$ cat config.mk
export PLATFORM = sky130hd
export DESIGN_NAME = com_uart
export DESIGN_NICKNAME = d
export VERILOG_FILES = /design/src/rtl/com_uart.sv
export SDC_FILE = /design/constraint.sdc
export NUM_CORES = 1
export LEC_CHECK = 0
export ABC_AREA = 1
export CORE_ASPECT_RATIO = 1.2
export CORE_MARGIN = 4
export CORE_UTILIZATION = 50
export CTS_BUF_LIST = sky130_fd_sc_hd__clkbuf_8
export DETAILED_ROUTE_END_ITERATION = 6
export PLACE_DENSITY = 0.7
export SKIP_LAST_GASP = 1
export SYNTH_ARGS = -nofsm -noshare
export SYNTH_HDL_FRONTEND = slang
export SYNTH_SLANG_ARGS = --single-unit
$ cat constraint.sdc
create_clock -name clk50M -period 2.8 [get_ports clk50M]
set_input_delay 0.42 -clock clk50M [delete_from_list [all_inputs] [get_ports clk50M]]
set_output_delay 0.42 -clock clk50M [all_outputs]
set_load 0.1 [all_outputs]
$ cat src/rtl/com_uart.sv
// COM serial-port responder: 8N1 transmitter and receiver with read-ready/write-ready
// status, sticky overrun/framing flags and an edge-detected read acknowledge.
module com_uart #(
  parameter int CLK_FREQ = 50000000,
  parameter int BAUD     = 115200
) (
  input  logic       clk50M,
  input  logic       rst,
  input  logic [7:0] tx_data,
  input  logic       tx_start,
  output logic       tx_ready,
  output logic [7:0] rx_data,
  output logic       rx_ready,
  input  logic       rx_ack,
  output logic       rx_overrun,
  output logic       rx_frame_err,
  output logic       uart_txd,
  input  logic       uart_rxd
);

  localparam int DIV = CLK_FREQ / BAUD;
  localparam int CW  = (DIV > 2) ? $clog2(DIV) : 1;
  localparam logic [CW-1:0] BAUD_LAST = CW'(DIV - 1);
  localparam logic [CW-1:0] HALF_LAST = CW'((DIV / 2) - 1);
  localparam logic [CW-1:0] CNT_ZERO  = CW'(0);
  localparam logic [CW-1:0] CNT_ONE   = CW'(1);

  typedef enum logic [1:0] {
    TX_IDLE  = 2'd0,
    TX_START = 2'd1,
    TX_DATA  = 2'd2,
    TX_STOP  = 2'd3
  } tx_state_e;

  typedef enum logic [2:0] {
    RX_IDLE      = 3'd0,
    RX_START     = 3'd1,
    RX_DATA      = 3'd2,
    RX_STOP      = 3'd3,
    RX_WAIT_IDLE = 3'd4
  } rx_state_e;

  tx_state_e         tx_state_q, tx_state_d;
  logic [CW-1:0]     tx_baud_q, tx_baud_d;
  logic [2:0]        tx_bit_q, tx_bit_d;
  logic [7:0]        tx_shift_q, tx_shift_d;
  logic              txd_q, txd_d;
  logic              tx_ready_q, tx_ready_d;

  logic              rx_meta_q, rx_sync_q;
  rx_state_e         rx_state_q, rx_state_d;
  logic [CW-1:0]     rx_baud_q, rx_baud_d;
  logic [2:0]        rx_bit_q, rx_bit_d;
  logic [7:0]        rx_shift_q, rx_shift_d;
  logic              rx_done_s, rx_bad_stop_s;

  logic              rx_ack_q;
  logic              ack_rise_s, rx_load_s, rx_drop_s;
  logic [7:0]        rx_data_q, rx_data_d;
  logic              rx_ready_q, rx_ready_d;
  logic              rx_ovr_q, rx_ovr_d;
  logic              rx_ferr_q, rx_ferr_d;

  // TX next-state: the byte is latched only in IDLE, so strobes while busy fall through.
  always_comb begin
    tx_state_d = tx_state_q;
    tx_baud_d  = tx_baud_q;
    tx_bit_d   = tx_bit_q;
    tx_shift_d = tx_shift_q;
    txd_d      = txd_q;
    tx_ready_d = tx_ready_q;
    case (tx_state_q)
      TX_IDLE: begin
        if (tx_start) begin
          tx_shift_d = tx_data;
          tx_baud_d  = CNT_ZERO;
          tx_bit_d   = 3'd0;
          txd_d      = 1'b0;
          tx_ready_d = 1'b0;
          tx_state_d = TX_START;
        end else begin
          txd_d      = 1'b1;
          tx_ready_d = 1'b1;
          tx_state_d = TX_IDLE;
        end
      end
      TX_START: begin
        if (tx_baud_q == BAUD_LAST) begin
          tx_baud_d  = CNT_ZERO;
          tx_bit_d   = 3'd0;
          txd_d      = tx_shift_q[0];
          tx_state_d = TX_DATA;
        end else begin
          tx_baud_d  = tx_baud_q + CNT_ONE;
        end
      end
      TX_DATA: begin
        if (tx_baud_q == BAUD_LAST) begin
          tx_baud_d = CNT_ZERO;
          if (tx_bit_q == 3'd7) begin
            txd_d      = 1'b1;
            tx_state_d = TX_STOP;
          end else begin
            tx_bit_d   = tx_bit_q + 3'd1;
            tx_shift_d = {1'b0, tx_shift_q[7:1]};
            txd_d      = tx_shift_q[1];
          end
        end else begin
          tx_baud_d = tx_baud_q + CNT_ONE;
        end
      end
      TX_STOP: begin
        if (tx_baud_q == BAUD_LAST) begin
          tx_baud_d  = CNT_ZERO;
          txd_d      = 1'b1;
          tx_ready_d = 1'b1;
          tx_state_d = TX_IDLE;
        end else begin
          tx_baud_d  = tx_baud_q + CNT_ONE;
        end
      end
      default: begin
        tx_state_d = TX_IDLE;
        tx_baud_d  = CNT_ZERO;
        tx_bit_d   = 3'd0;
        txd_d      = 1'b1;
        tx_ready_d = 1'b1;
      end
    endcase
  end

  always_ff @(posedge clk50M or posedge rst) begin
    if (rst) begin
      tx_state_q <= TX_IDLE;
      tx_baud_q  <= CNT_ZERO;
      tx_bit_q   <= 3'd0;
      tx_shift_q <= 8'h00;
      txd_q      <= 1'b1;
      tx_ready_q <= 1'b1;
    end else begin
      tx_state_q <= tx_state_d;
      tx_baud_q  <= tx_baud_d;
      tx_bit_q   <= tx_bit_d;
      tx_shift_q <= tx_shift_d;
      txd_q      <= txd_d;
      tx_ready_q <= tx_ready_d;
    end
  end

  // Two-flop synchronizer; loads idle-high so reset never fakes a start bit.
  always_ff @(posedge clk50M or posedge rst) begin
    if (rst) begin
      rx_meta_q <= 1'b1;
      rx_sync_q <= 1'b1;
    end else begin
      rx_meta_q <= uart_rxd;
      rx_sync_q <= rx_meta_q;
    end
  end

  always_comb begin
    rx_state_d    = rx_state_q;
    rx_baud_d     = rx_baud_q;
    rx_bit_d      = rx_bit_q;
    rx_shift_d    = rx_shift_q;
    rx_done_s     = 1'b0;
    rx_bad_stop_s = 1'b0;
    case (rx_state_q)
      RX_IDLE: begin
        if (!rx_sync_q) begin
          rx_baud_d  = CNT_ZERO;
          rx_state_d = RX_START;
        end else begin
          rx_state_d = RX_IDLE;
        end
      end
      RX_START: begin
        if (rx_baud_q == HALF_LAST) begin
          rx_baud_d = CNT_ZERO;
          rx_bit_d  = 3'd0;
          if (rx_sync_q) begin
            rx_state_d = RX_IDLE;
          end else begin
            rx_state_d = RX_DATA;
          end
        end else begin
          rx_baud_d = rx_baud_q + CNT_ONE;
        end
      end
      RX_DATA: begin
        if (rx_baud_q == BAUD_LAST) begin
          rx_baud_d  = CNT_ZERO;
          rx_shift_d = {rx_sync_q, rx_shift_q[7:1]};
          if (rx_bit_q == 3'd7) begin
            rx_state_d = RX_STOP;
          end else begin
            rx_bit_d   = rx_bit_q + 3'd1;
          end
        end else begin
          rx_baud_d = rx_baud_q + CNT_ONE;
        end
      end
      RX_STOP: begin
        if (rx_baud_q == BAUD_LAST) begin
          rx_baud_d = CNT_ZERO;
          if (rx_sync_q) begin
            rx_done_s  = 1'b1;
            rx_state_d = RX_IDLE;
          end else begin
            rx_bad_stop_s = 1'b1;
            rx_state_d    = RX_WAIT_IDLE;
          end
        end else begin
          rx_baud_d = rx_baud_q + CNT_ONE;
        end
      end
      RX_WAIT_IDLE: begin
        if (rx_sync_q) begin
          rx_state_d = RX_IDLE;
        end else begin
          rx_state_d = RX_WAIT_IDLE;
        end
      end
      default: begin
        rx_state_d = RX_IDLE;
        rx_baud_d  = CNT_ZERO;
        rx_bit_d   = 3'd0;
      end
    endcase
  end

  always_ff @(posedge clk50M or posedge rst) begin
    if (rst) begin
      rx_state_q <= RX_IDLE;
      rx_baud_q  <= CNT_ZERO;
      rx_bit_q   <= 3'd0;
      rx_shift_q <= 8'h00;
    end else begin
      rx_state_q <= rx_state_d;
      rx_baud_q  <= rx_baud_d;
      rx_bit_q   <= rx_bit_d;
      rx_shift_q <= rx_shift_d;
    end
  end

  // An ack rising in the completion cycle frees the slot, so the new byte loads cleanly.
  always_comb begin
    ack_rise_s = rx_ack & ~rx_ack_q;
    rx_load_s  = rx_done_s & (~rx_ready_q | ack_rise_s);
    rx_drop_s  = rx_done_s & rx_ready_q & ~ack_rise_s;
    if (rx_load_s) begin
      rx_data_d  = rx_shift_q;
      rx_ready_d = 1'b1;
    end else if (ack_rise_s) begin
      rx_data_d  = rx_data_q;
      rx_ready_d = 1'b0;
    end else begin
      rx_data_d  = rx_data_q;
      rx_ready_d = rx_ready_q;
    end
    if (rx_drop_s) begin
      rx_ovr_d = 1'b1;
    end else if (ack_rise_s) begin
      rx_ovr_d = 1'b0;
    end else begin
      rx_ovr_d = rx_ovr_q;
    end
    if (rx_bad_stop_s) begin
      rx_ferr_d = 1'b1;
    end else if (ack_rise_s) begin
      rx_ferr_d = 1'b0;
    end else begin
      rx_ferr_d = rx_ferr_q;
    end
  end

  always_ff @(posedge clk50M or posedge rst) begin
    if (rst) begin
      rx_ack_q   <= 1'b0;
      rx_data_q  <= 8'h00;
      rx_ready_q <= 1'b0;
      rx_ovr_q   <= 1'b0;
      rx_ferr_q  <= 1'b0;
    end else begin
      rx_ack_q   <= rx_ack;
      rx_data_q  <= rx_data_d;
      rx_ready_q <= rx_ready_d;
      rx_ovr_q   <= rx_ovr_d;
      rx_ferr_q  <= rx_ferr_d;
    end
  end

  assign uart_txd     = txd_q;
  assign tx_ready     = tx_ready_q;
  assign rx_data      = rx_data_q;
  assign rx_ready     = rx_ready_q;
  assign rx_overrun   = rx_ovr_q;
  assign rx_frame_err = rx_ferr_q;

endmodule

-- After elaboration in Yosys (flattened, before gate mapping)
Cells that the tools add are included.
- add/subtract/negate cells: 4
- equal/unequal tests: 24
- muxes and demuxes: 51
- bitwise logic cells: 10
- reduce and logical (&&, ||, !) cells: 20
- operators by type and width (kind ; number):
    $mux W9 ; 5
    $mux W3 ; 12
    $pmux W9 S4 ; 1
    $mux W8 ; 3
    $ne A2 B2 Y1 const B ; 12
    $add A9 B1 Y9 const B ; 2
    $eq A9 B9 Y1 const B ; 2
    $pmux W3 S3 ; 2
    $pmux W9 S2 ; 1
    $mux W1 ; 17
    $pmux W8 S2 ; 1
    $reduce_and A4 Y1 ; 4
    $pmux W3 S5 ; 1
    $mux W2 ; 5
    $reduce_bool A2 Y1 ; 5
    $eq A3 B3 Y1 const B ; 3
    $eq A9 B8 Y1 const B ; 1
    $pmux W2 S4 ; 1
    $add A3 B1 Y3 const B ; 2
    $eq A3 B2 Y1 const B ; 2
    $reduce_and A2 Y1 ; 3
    $reduce_or A3 Y1 ; 2
    $not A1 Y1 ; 5
    $reduce_and A5 Y1 ; 1
    12 further kinds ; 16
- register bits: 61
- input bits: 13
- output and inout bits: 13
- word-level logic and storage cells: 126

-- Longest topological paths before layout
Gate-level depths: netlist of the first run.
- word-level depth: 6
- mapped depth: 10
- depth with buffers taken out: 9

-- Least setup slack after synthesis of the first run
No wires, ideal clock.
- kind: flip-flop to flip-flop
- start point: register rx_ready_q, in the netlist rx_ready
- end point: register rx_data_q[0], in the netlist rx_data[0]
- library setup time: 0.074 ns
- arrival: 1.601 ns
- required time: 2.726 ns
- slack: 1.125 ns
- cell stages (with the launch flop): 6
- buffers on the path: 1
- period minus slack after synthesis: 1.675 ns
- cell sequence: dfrtp_1 > nand2_1 > nand3_4 > buf_6 > nand2_2 > o21ai_2
- word-level cells in the longest chain between the ends: 3
- ends and longest elaborated chain (what ; RTL line ; RTL):
    start: declaration ; 60 ; logic rx_ready_q, rx_ready_d;
    start signal: assignment ; 287 ; rx_ready_q <= rx_ready_d;
    $not A1 Y1 ; 249 ; rx_load_s = rx_done_s & (~rx_ready_q | ack_rise_s);
    $or A1 B1 Y1 ; 249 ;
    $and A1 B1 Y1 ; 249 ;
    end signal: assignment ; 286 ; rx_data_q <= rx_data_d;
    end: declaration ; 59 ; logic [7:0] rx_data_q, rx_data_d;
Every way passes these cells.
A chain may end at the register's enable or synchronous reset.

-- Worst setup path in the final report of the first run
- start point: register tx_state_q[0]
- end point: register tx_shift_q[3]
- word-level cells in the longest chain between the ends: 3
- elaborated cells on any way between the ends: 8
- classes of those cells: eq/ne (4); mux (1); reduce/logical (3)
- ends and longest elaborated chain (what ; RTL line ; RTL):
    start: declaration ; 43 ; tx_state_e tx_state_q, tx_state_d;
    start signal: assignment ; 141 ; tx_state_q <= tx_state_d;
    $eq A2 B2 Y1 / $logic_not A2 Y1 (equally long branches) ; 72 ; case (tx_state_q)
    $ne A2 B2 Y1 (no line) / $reduce_bool A2 Y1 (equally long branches) ; n/a ;
    $reduce_and A4 Y1 (no line) ; n/a ;
    end signal: assignment ; 144 ; tx_shift_q <= tx_shift_d;
    end: declaration ; 46 ; logic [7:0] tx_shift_q, tx_shift_d;
Parallel ways exist; a longest one is shown, timed or not.

==> parameters.txt, run 1 <==
Parameter                              Value

Run status
  Status ... completed

Timing
  Clock Skew ... 0.00939 ns
  Clock period minus final worst setup slack ... 2.11 ns
  Number of endpoints with negative hold slack in the final report ... 0
  Setup repair after global routing missed its margin ... false
  Achievable Freq ... approximately 470 MHz
  Measured slew at the worst slew-check pin ... about 0.75 ns
  Ratio of final minimum period to clock period ... between 70% and 80%
  Setup-violating endpoint count in the final report ... 0
  Number of slew-limit violations in the final report ... 0
  Worst slew margin ... 49.7%
  Setup TNS ... 0 ns

Run
  Maxcap violations ... 0

Finish
  Number of inserted filler cells in the final layout ... 608
  Share of final-layout standard cells stronger than drive strength 1 ... about 18%
  ANT cells ... 0
  Signed area change from the synthesized netlist to the final layout ... 13.7%
  Fin cells ... about 510
  Net count, final ... 448
  Area occupied by registers ... 1530 sq um
  Area used by multi-input combinational logic ... 1480 sq um

Setup path
  Internal reg-to-reg setup slack ... roughly 0.69 ns
  Startpoint-to-endpoint class of the critical path ... reg -> reg
  Worst setup startpoint ... tx_state_q[0]$_DFFE_PP0P_
  Biggest fanout along the worst timing path ... 15
  Worst reg2reg path depth ... 9
  Capturing element type of the critical path ... flop
  Launching point of the worst reg2reg path ... tx_state_q[0]$_DFFE_PP0P_
  Data arrival time at the worst-slack endpoint ... 2.33 ns
  Sort of element at the start of the critical path ... flop
  Required arrival time at the worst endpoint ... slightly above 3 ns
  Capture instance of the worst register-to-register path ... tx_shift_q[3]$_DFFE_PP0P_
  Worst setup endpoint ... tx_shift_q[3]$_DFFE_PP0P_

Clock network
  Quantity of gates resized following cts ... 0
  Number of buffers on the longest clock path ... 2
  Cts bufs inserted ... 9
  Clock tree from TritonCTS ... done
  Clock Latency Late Sink ... 0.34 ns
  Root Buffer ... clkbuf_8
  Count of hold buffers inserted by post-cts repair ... 0
  Number of sinks on the clock net ... 61
  H-tree levels ... 3
  Post-CTS setup repair buffer count ... 0
  Clk pin slew, worst setup/hold paths ... 0.07 ns

Placement
  Port Buffers ... 25
  Weighted congestion reported at the end of routability-driven placement ... 0.824
  Placed wire-length estimate ... between 4000 and 5000 um
  Inst Count DP ... around 500

Pwr
  VDD IR max ... around 0.46 mV
  Areal power density over the cells ... between 700 and 800 nW/um^2
  Total power of the final layout ... 2630 uW
  Total leakage power ... 0.00188 uW

GRT
  Global routing usage summed across all routing layers ... 16.6%
  Antenna violations before repair ... 0
  Vias in the first global route ... between 2,000 and 2,500
  Total congestion overflow after global routing ... 0
  Global-route wire length before repair ... 10,300 um
  Maximum number of pins on one net before global-route repair ... 62

Logic synthesis
  Share of the synthesized area in the top cell type ... 43.6%
  Dominant cell type by area after synthesis ... dfrtp_1
  Netlist Area Pre-Place ... 3270 sq um
  Sequential fraction of the synthesis area ... 46.8%
  Distinct cells, synth ... 30
  Instance count of the mapped netlist ... 389
  Flops & latches, synth ... 61
  Count of yosys warnings during synthesis ... 0
  Mean cell area of the mapped netlist ... 8.41 sq um
  Syn nets ... approximately 420
  Ranking of synthesized cells by area ... dfrtp_1, nand2_1, inv_1

Detailed routing
  # DRC ... 0
  Detailed router's first-iteration violation count ... about 110
  WL final ... 5740 um
  Total number of vias ... 2,473
  Ratio of routed vias to standard cells ... 4.84
  First-pass iteration count of the detailed router ... 4
  Antenna Violating Nets Remaining ... 0
  Average wire per standard cell ... 11.2 um

Floorplan
  Die Area ... around 7900 sq um
  Area of the core ... roughly 6400 sq um
  Die outline width ... 81.8 um
  Row Count ... 32
  Number of top-level design ports ... 26
  Initial cell density of the core ... 51.1%
  Y dimension of the die ... 96.6 um

Min path
  Hold Path Class ... reg -> reg
-- kinds of logic (layout without fill, tap and decap cells) --
kind of cell	Yosys count	in the layout	share of synthesized area (%)
AO/OA/AOI/OAI	37	37	8.68
XOR/XNOR	6	6	1.61
adder cells (fa/ha/maj)	14	14	5.35
buffers and inverters	62	99	7.88
flip-flops	61	61	46.8
multiplexers	7	7	2.14
AND/OR/NAND/NOR	202	202	27.5
-- how the worst min path moves through the flow --
stage                              from                  end  slack (ns)  cells past startpoint
floorplan           rx_meta_q$_DFF_PP1_  rx_sync_q$_DFF_PP1_        0.35                      0
global placement    rx_meta_q$_DFF_PP1_  rx_sync_q$_DFF_PP1_        0.35                      0
detailed placement  rx_meta_q$_DFF_PP1_  rx_sync_q$_DFF_PP1_        0.35                      0
CTS                 rx_meta_q$_DFF_PP1_  rx_sync_q$_DFF_PP1_        0.35                      0
global route        rx_meta_q$_DFF_PP1_  rx_sync_q$_DFF_PP1_        0.36                      0
finish              rx_meta_q$_DFF_PP1_  rx_sync_q$_DFF_PP1_        0.35                      0
-- placed cells by master, fill, tap and decap left out, drive strengths merged --
master and instances:
xor2 5, clkdlybuf4s50 12, or2 2, o21a 1, xnor2 1, inv 59, clkbuf 9, dfstp 4
dfrtp 57, o21ai 30, o31ai 2, clkinvlp 1, nand3b 3, nor2 45, buf 14, mux2i 7
clkinv 4, nand3 24, a21oi 2, ha 14, nand2 111, nor3 7, nand4 10, a21boi 2
-- where the power goes --
part           internal, uW  switching, uW
clock                   307            340
sequential             1020           84.7
combinational           298            585
total                  1620           1010
-- per-layer routing --
| layer | GRT usage, % | share of wire (%) | vias to the layer above |
|---|---|---|---|
| li1 | - | - | 1294 |
| met1 | 20.6 | 47 | 1140 |
| met2 | 26.2 | 48 | 26 |
| met3 | 3.82 | 3.0 | 13 |
| met4 | 8.70 | 2.2 | 0 |
| met5 | 0 | 0 | - |
-- flip-flops by register name, summed over array words and instances (netlist names), 2 cells and up --
register and cells:
rx_bit_q 3, rx_shift_q 8, rx_state_q 3, rx_baud_q 9, tx_bit_q 3, tx_baud_q 9
tx_shift_q 8, tx_state_q 2, rx_data 8
-- cells in the mapped netlist --
cell type	n
inv_2	3
nand3b_1	3
ha_1	14
or2_2	2
nor3_2	3
a21boi_0	2
inv_1	54
o21ai_1	2
nand2_2	6
buf_6	3
nor2_4	1
o31ai_1	2
xor2_1	5
nand4_1	10
o21ai_2	23
xnor2_1	1
buf_2	2
nand3_4	1
nor2_2	1
o21ai_0	5
dfstp_2	4
nand2_1	105
a21oi_1	2
nand3_2	2
o21a_1	1
nand3_1	21
nor3_1	4
dfrtp_1	57
mux2i_1	7
nor2_1	43
-- through the flow --
step	utilization, %	hold WS (ns)	cell area (sq um)	worst slack [ns]
final	58.0	0.349	3720	0.687
after CTS	58.0	0.351	3720	0.682
after detailed placement	55.6	0.348	3560	0.711
after global placement	55.6	0.346	3560	0.806
after global routing	58.0	0.362	3720	0.496
after floorplan	-	0.345	3270	0.874
-- layout make-up --
| class | instances | share of cell area [%] |
|---|---|---|
| sequential | 61 | 41.2 |
| clock buffer | 9 | 3.33 |
| timing repair buffer | 26 | 6.06 |
| multi-input combinational | 266 | 39.9 |
| tap | 85 | 2.86 |
| clock inverter | 7 | 0.942 |
| inverter | 57 | 5.75 |
-- worst max-delay path: stages, from the launching register on --
cell	delay, ns
dfrtp_1	0.41
inv_1	0.12
ha_1	0.61
inv_2	0.12
nand2_1	0.11
nand2_1	0.07
nor2_1	0.12
nand2_2	0.22
nand2_1	0.15
o21ai_2	0.06
Power figures use the tool's default switching activity.
==> run 2, diff against run 1 <==
--- a/config.mk
+++ b/config.mk
@@ -11,7 +11,7 @@
 export CORE_UTILIZATION = 50
 export CTS_BUF_LIST = sky130_fd_sc_hd__clkbuf_8
 export DETAILED_ROUTE_END_ITERATION = 6
-export PLACE_DENSITY = 0.7
+export PLACE_DENSITY = 0.73
 export SKIP_LAST_GASP = 1
 export SYNTH_ARGS = -nofsm -noshare
 export SYNTH_HDL_FRONTEND = slang
==> constraint.sdc (replaced) <==
create_clock -name clk50M -period 1.9 [get_ports clk50M]
set_input_delay 0.285 -clock clk50M [delete_from_list [all_inputs] [get_ports clk50M]]
set_output_delay 0.285 -clock clk50M [all_outputs]
set_load 0.1 [all_outputs]
==> run 2 against run 1 <==
Wire length grew 2.6%; critical path depth unchanged; power is 59% higher; clock-buffer cell count up 4; first-iteration DRC count fell by 6.1%; register-to-register slack worse by 0.50 ns; global-route usage is 0.70 points higher; non-clock buffer count grew 5; largest cell class unchanged; combinational power grew 61%; highest routed layer unchanged; design area increased by 3.3%; clock power increased by 75%.
==> parameters.txt, run 2 (synthesized netlist as in run 1, its figures left out) <==
Parameter                              Value

Setup path
  Data arrival time at the worst-slack endpoint ... 1.93 ns (was 2.33 ns)
  Capture instance of the worst register-to-register path ... tx_shift_q[5]$_DFFE_PP0P_ (was tx_shift_q[3]$_DFFE_PP0P_)
  Highest-delay cell along the critical path ... dfrtp_1 (was ha_1)
  Sort of element at the start of the critical path ... flop (unchanged)
  Capturing element type of the critical path ... flop (unchanged)
  Biggest fanout along the worst timing path ... 15 (unchanged)
  Startpoint-to-endpoint class of the critical path ... reg -> reg (unchanged)
  Top cell by count, worst path ... nand2_1 (unchanged)
  Largest stage delay on the critical path ... 0.43 ns (was 0.61 ns)
  Cells along the critical path ... inv_1 > ha_1 > inv_1 > nand2_1 > nand2_1 > nor2_1 > nand2_2 > nand2_1 > o21ai_2 (was inv_1 > ha_1 > inv_2 > nand2_1 > nand2_1 > nor2_1 > nand2_2 > nand2_1 > o21ai_2)
  Worst reg2reg path depth ... 9 (unchanged)
  Internal reg-to-reg setup slack ... 0.19 ns (was 0.69 ns)
  Required arrival time at the worst endpoint ... 2.12 ns (was 3.02 ns)
  Launching point of the worst reg2reg path ... tx_state_q[1]$_DFFE_PP0P_ (was tx_state_q[0]$_DFFE_PP0P_)

Clock network
  H-tree levels ... 3 (unchanged)
  Clock tree from TritonCTS ... done (unchanged)
  Cts bufs inserted ... 9 (unchanged)
  Clk pin slew, worst setup/hold paths ... 0.07 ns (about the same)
  Number of buffers on the longest clock path ... 2 (unchanged)
  Clock Latency Late Sink ... 0.35 ns (was 0.34 ns)
  Post-CTS setup repair buffer count ... 0 (unchanged)
  Number of sinks on the clock net ... 61 (unchanged)
  Root Buffer ... clkbuf_8 (unchanged)

Finish
  Net count, final ... 453 (was 448)
  Post-layout utilization of the core ... 60.0% (was 58.0%)
  Signed area change from the synthesized netlist to the final layout ... 17.4% (was 13.7%)
  Most common cell after layout, fill and taps aside ... nand2_1 (unchanged)
  Most frequent cells in the layout ... nand2_1, dfrtp_1, inv_1 (unchanged)
  Share of final-layout standard cells stronger than drive strength 1 ... 19.7% (was 17.6%)
  Area occupied by registers ... 1530 sq um (unchanged)
  Area used by multi-input combinational logic ... 1490 sq um (was 1480 sq um)
  Number of inserted filler cells in the final layout ... 580 (was 608)
  Top flop regs ... rx_baud_q x9, tx_baud_q x9 (unchanged)
  ANT cells ... 0 (unchanged)

Timing
  Clock Skew ... 0.0110 ns (was 0.00939 ns)
  Clock period minus final worst setup slack ... 1.71 ns (was 2.11 ns)
  Ratio of final minimum period to clock period ... 90.0% (was 75.5%)
  Worst slew margin ... 75.1% (was 49.7%)
  Number of endpoints with negative hold slack in the final report ... 0 (unchanged)
  Setup-violating endpoint count in the final report ... 0 (unchanged)
  Number of slew-limit violations in the final report ... 0 (unchanged)
  Measured slew at the worst slew-check pin ... 0.372 ns (was 0.754 ns)
  Achievable Freq ... 585 MHz (was 473 MHz)
  Setup TNS ... 0 ns (unchanged)
  Setup repair after global routing missed its margin ... true (was false)

Pwr
  Proportion of total power due to net switching ... 36.6% (was 38.3%)
  Relative contribution of sequential cells to total power ... 39.1% (was 41.9%)
  VDD IR max ... 0.628 mV (was 0.462 mV)
  Fraction of power consumed by the clock network ... 27.0% (was 24.6%)
  Portion of total power attributed to combinational logic ... 33.9% (was 33.5%)
  Net Switching ... 1530 uW (was 1010 uW)
  Internal power component ... 2650 uW (was 1620 uW)
  Areal power density over the cells ... 1090 nW/um^2 (was 708 nW/um^2)
  Total power of the final layout ... 4190 uW (was 2630 uW)
  Total leakage power ... 0.00192 uW (was 0.00188 uW)

GRT
  Maximum number of pins on one net before global-route repair ... 30 (was 62)
  Antenna violations before repair ... 0 (unchanged)
  Global-route wire length before repair ... 10,700 um (was 10,300 um)
  Total congestion overflow after global routing ... 0 (unchanged)
  Global routing usage summed across all routing layers ... 17.3% (was 16.6%)
  Vias in the first global route ... 2,493 (was 2,431)

Placement
  Port Buffers ... 25 (unchanged)
  Placed wire-length estimate ... 4410 um (was 4120 um)
  Weighted congestion reported at the end of routability-driven placement ... 0.839 (was 0.824)

Floorplan
  Die outline width ... 81.8 um (unchanged)
  Die Area ... 7910 sq um (unchanged)
  Initial cell density of the core ... 51.1% (unchanged)
  Row Count ... 32 (unchanged)
  Y dimension of the die ... 96.6 um (unchanged)
  Number of top-level design ports ... 26 (unchanged)
  Area of the core ... 6410 sq um (unchanged)

Detailed routing
  # DRC ... 0 (unchanged)
  Average wire per standard cell ... 11.4 um (was 11.2 um)
  Detailed router's first-iteration violation count ... 107 (was 114)
  First-pass iteration count of the detailed router ... 4 (unchanged)
  Ratio of routed vias to standard cells ... 4.81 (was 4.84)
  WL final ... 5890 um (was 5740 um)
  Antenna Violating Nets Remaining ... 0 (unchanged)
  Total number of vias ... 2,482 (was 2,473)

Min path
  Hold Path Class ... in -> async (was reg -> reg)

Run status
  Status ... completed (unchanged)

Run
  Maxcap violations ... 0 (unchanged)
[run 2: cell count changes in the layout (fill, tap and decap cells not counted), moves of 2 or more]
cell      previous run  this run
inv_1               55        53
clkbuf_8             9        13
clkinv_2             4         2
buf_12               0         3
buf_4               14        16
[run 2: stage by stage]
| stage | cells | instance area [sq um] | hold WS, ns | setup slack [ns] |
|---|---|---|---|---|
| detailed placement | 500 | 3630 | 0.348 | 0.105 |
| global route | 516 | 3840 | 0.183 | -0.00367 |
| finish | 516 | 3840 | 0.175 | 0.191 |
| CTS | 516 | 3830 | 0.169 | 0.117 |
| global placement | 500 | 3630 | 0.348 | 0.144 |
| floorplan | 389 | 3270 | 0.289 | 0.109 |
[run 2: worst max-delay path: cells and delay by family, from the launching register on]
kind | cells | cell delay (ns)
compound gates | 1 | 0.06
flops | 1 | 0.43
simple gates | 5 | 0.64
fa+ha+maj | 1 | 0.24
buf+inv | 2 | 0.21
[run 2: what timing repair did]
action	CTS	global route
resized for setup	0	3
hold buffers	0	0
setup endpoints to repair	0	15
[run 2: cell type report]
class / count / area share (%)
clock buffers: 13 / 4.66
clock inverters: 3 / 0.456
inverters: 57 / 5.57
well taps: 85 / 2.77
multi-input cells: 266 / 38.9
repair buffers: 31 / 7.82
flip-flops and latches: 61 / 39.9
[run 2: routing by layer]
layer  global-route usage, %  part of all wire (%)
met4                    5.75                   1.4
met2                    27.7                    49
met3                    6.15                   3.7
met1                    21.3                    46
met5                       0                     0
[run 2: worst max path at each step]
stage | startpoint | endpoint | slack (ns) | cells past startpoint
floorplan | rst | rx_ack_q$_DFF_PP0_ | 0.11 | 1
global placement | rx_ack | rx_data[3]$_DFFE_PP0P_ | 0.14 | 7
detailed placement | rx_ack | rx_data[6]$_DFFE_PP0P_ | 0.10 | 7
CTS | tx_state_q[0]$_DFFE_PP0P_ | tx_shift_q[5]$_DFFE_PP0P_ | 0.12 | 9
global route | tx_state_q[1]$_DFFE_PP0P_ | tx_shift_q[1]$_DFFE_PP0P_ | -0.004 | 9
finish | tx_state_q[1]$_DFFE_PP0P_ | tx_shift_q[5]$_DFFE_PP0P_ | 0.19 | 9
[run 2: power by group through the flow]
stage	registers (uW)	logic [uW]	clock network [uW]
final	1640	1420	1130
after CTS	1640	1420	1160
after global placement	1650	1380	0
after detailed placement	1660	1420	0
after floorplan	1770	957	0
after global routing	1660	1600	1220
==> run 3, diff against run 2 <==
--- a/config.mk
+++ b/config.mk
@@ -11,6 +11,7 @@
 export CORE_UTILIZATION = 50
 export CTS_BUF_LIST = sky130_fd_sc_hd__clkbuf_8
 export DETAILED_ROUTE_END_ITERATION = 6
+export MAX_ROUTING_LAYER = met4
 export PLACE_DENSITY = 0.73
 export SKIP_LAST_GASP = 1
 export SYNTH_ARGS = -nofsm -noshare
==> run 3 against run 2 <==
Wire length down 0.48%; hold slack worse by 0.00088 ns; power about the same; global-route usage up 0.41 points; clock-buffer cell count unchanged; critical path depth unchanged; clock power about the same; sequential power about the same; critical endpoint unchanged; largest cell class unchanged.
==> parameters.txt, run 3 (synthesized netlist as in run 1, its figures left out) <==
Parameter                              Value

GRT
  Total congestion overflow after global routing ... 0 (unchanged)
  Vias in the first global route ... 2,493 (unchanged)
  Antenna violations before repair ... 0 (unchanged)
  Maximum number of pins on one net before global-route repair ... 30 (unchanged)
  Global routing usage summed across all routing layers ... 17.7% (was 17.3%)
  Global-route wire length before repair ... 10,700 um (about the same)

Detailed routing
  Total number of vias ... 2,494 (was 2,482)
  Average wire per standard cell ... 11.4 um (about the same)
  Detailed router's first-iteration violation count ... 110 (was 107)
  Antenna Violating Nets Remaining ... 0 (unchanged)
  # DRC ... 0 (unchanged)
  First-pass iteration count of the detailed router ... 4 (unchanged)
  Ratio of routed vias to standard cells ... 4.83 (was 4.81)
  WL final ... 5860 um (was 5890 um)

Finish
  Most common cell after layout, fill and taps aside ... nand2_1 (unchanged)
  Signed area change from the synthesized netlist to the final layout ... 17.4% (unchanged)
  Share of final-layout standard cells stronger than drive strength 1 ... 19.7% (unchanged)
  Net count, final ... 453 (unchanged)
  Most frequent cells in the layout ... nand2_1, dfrtp_1, inv_1 (unchanged)
  Top flop regs ... rx_baud_q x9, tx_baud_q x9 (unchanged)
  Post-Layout Inst Area ... 3840 sq um (unchanged)
  ANT cells ... 0 (unchanged)

Pwr
  Internal power component ... 2650 uW (about the same)
  VDD IR max ... 0.628 mV (about the same)
  Net Switching ... 1530 uW (about the same)
  Areal power density over the cells ... 1090 nW/um^2 (about the same)
  Relative contribution of sequential cells to total power ... 39.1% (about the same)
  Portion of total power attributed to combinational logic ... 33.9% (about the same)
  Total leakage power ... 0.00192 uW (unchanged)
  Fraction of power consumed by the clock network ... 27.0% (about the same)
  Proportion of total power due to net switching ... 36.6% (about the same)

Timing
  Worst slew margin ... 75.1% (about the same)
  Setup repair after global routing missed its margin ... true (unchanged)
  Number of endpoints with negative hold slack in the final report ... 0 (unchanged)
  Clock period minus final worst setup slack ... 1.71 ns (about the same)
  Worst setup margin ... 0.190 ns (was 0.191 ns)
  Achievable Freq ... 585 MHz (about the same)
  Ratio of final minimum period to clock period ... 90.0% (about the same)
  Number of slew-limit violations in the final report ... 0 (unchanged)
  Clock Skew ... 0.0109 ns (was 0.0110 ns)
  Fin Hold WS ... 0.174 ns (was 0.175 ns)
  Measured slew at the worst slew-check pin ... 0.372 ns (about the same)
  Setup-violating endpoint count in the final report ... 0 (unchanged)

Min path
  Hold Path Class ... in -> async (unchanged)

Setup path
  Sort of element at the start of the critical path ... flop (unchanged)
  Startpoint-to-endpoint class of the critical path ... reg -> reg (unchanged)
  Biggest fanout along the worst timing path ... 15 (unchanged)
  Capture instance of the worst register-to-register path ... tx_shift_q[5]$_DFFE_PP0P_ (unchanged)
  Internal reg-to-reg setup slack ... 0.19 ns (about the same)
  Required arrival time at the worst endpoint ... 2.12 ns (about the same)
  Capturing element type of the critical path ... flop (unchanged)
  Worst reg2reg path depth ... 9 (unchanged)
  Data arrival time at the worst-slack endpoint ... 1.93 ns (about the same)
  Launching point of the worst reg2reg path ... tx_state_q[1]$_DFFE_PP0P_ (unchanged)

Floorplan
  Number of top-level design ports ... 26 (unchanged)
  Area of the core ... 6410 sq um (unchanged)
  Die outline width ... 81.8 um (unchanged)
  Row Count ... 32 (unchanged)
  Initial cell density of the core ... 51.1% (unchanged)
  Y dimension of the die ... 96.6 um (unchanged)
  Die Area ... 7910 sq um (unchanged)

Clock network
  Cts bufs inserted ... 9 (unchanged)
  Count of hold buffers inserted by post-cts repair ... 0 (unchanged)
  Number of buffers on the longest clock path ... 2 (unchanged)
  H-tree levels ... 3 (unchanged)
  Clock tree from TritonCTS ... done (unchanged)
  Clock Latency Late Sink ... 0.35 ns (about the same)
  Clk pin slew, worst setup/hold paths ... 0.07 ns (about the same)
  Number of sinks on the clock net ... 61 (unchanged)
  Root Buffer ... clkbuf_8 (unchanged)

Placement
  Weighted congestion reported at the end of routability-driven placement ... 0.852 (was 0.839)
  Worst slack at placement ... 0.105 ns (unchanged)
  Placed wire-length estimate ... 4410 um (unchanged)
  Port Buffers ... 25 (unchanged)
  Dpl cell area ... 3630 sq um (unchanged)

Run status
  Status ... completed (unchanged)

Run
  Maxcap violations ... 0 (unchanged)
## run 3: cell counts in the layout (fill, tap and decap cells not counted)
Identical to the previous run, type by type.
## run 3: routing by layer
metal  vias to the layer above  track usage (%)  wire length, um
li1                       1303                -                -
met1                      1147             21.3             2680
met2                        31             27.7             2850
met3                        13             5.03              215
met4                         0             6.91              112
met5                         -                -                0
## run 3: how the worst max path moves through the flow
stage,from,endpoint,cells past startpoint
after floorplan,rst,rx_ack_q$_DFF_PP0_,1
after global placement,rx_ack,rx_data[3]$_DFFE_PP0P_,7
after detailed placement,rx_ack,rx_data[6]$_DFFE_PP0P_,7
after CTS,tx_state_q[0]$_DFFE_PP0P_,tx_shift_q[5]$_DFFE_PP0P_,9
after global routing,tx_state_q[1]$_DFFE_PP0P_,tx_shift_q[1]$_DFFE_PP0P_,9
final,tx_state_q[1]$_DFFE_PP0P_,tx_shift_q[5]$_DFFE_PP0P_,9
## run 3: per-stage QoR
stage | util (%) | TNS, ns | cells | total power, uW
CTS | 59.8 | 0 | 516 | 4220
detailed placement | 56.7 | 0 | 500 | 3080
global placement | 56.7 | 0 | 500 | 3040
global route | 60.0 | -0.00501 | 516 | 4480
floorplan | - | 0 | 389 | 2730
finish | 60.0 | 0 | 516 | 4190
## run 3: layout make-up
type,count,area (sq um)
fillers,580,2560
inverters,57,214
clock buffers,13,179
repair buffers,31,300
multi-input cells,266,1490
well taps,85,106
clock inverters,3,17.5
flip-flops and latches,61,1530
## run 3: critical path: stages (launching register included)
cell     delay [ns]
dfrtp_1        0.43
inv_1          0.12
ha_1           0.24
inv_1          0.09
nand2_1        0.09
nand2_1        0.08
nor2_1         0.11
nand2_2        0.22
nand2_1        0.14
o21ai_2        0.06
## run 3: timing repair
item / in CTS / in global routing
setup endpoints to repair: 0 / 15
gates resized for setup: 0 / 3
buffers inserted: 0 / 0
## run 3: power groups by stage
| stage | clock (uW) | sequential (uW) | combinational (uW) |
|---|---|---|---|
| 6_report | 1130 | 1640 | 1420 |
| 3_5_place_dp | 0 | 1660 | 1420 |
| 5_1_grt | 1220 | 1660 | 1600 |
| 2_1_floorplan | 0 | 1770 | 957 |
| 3_3_place_gp | 0 | 1650 | 1380 |
| 4_1_cts | 1160 | 1640 | 1420 |
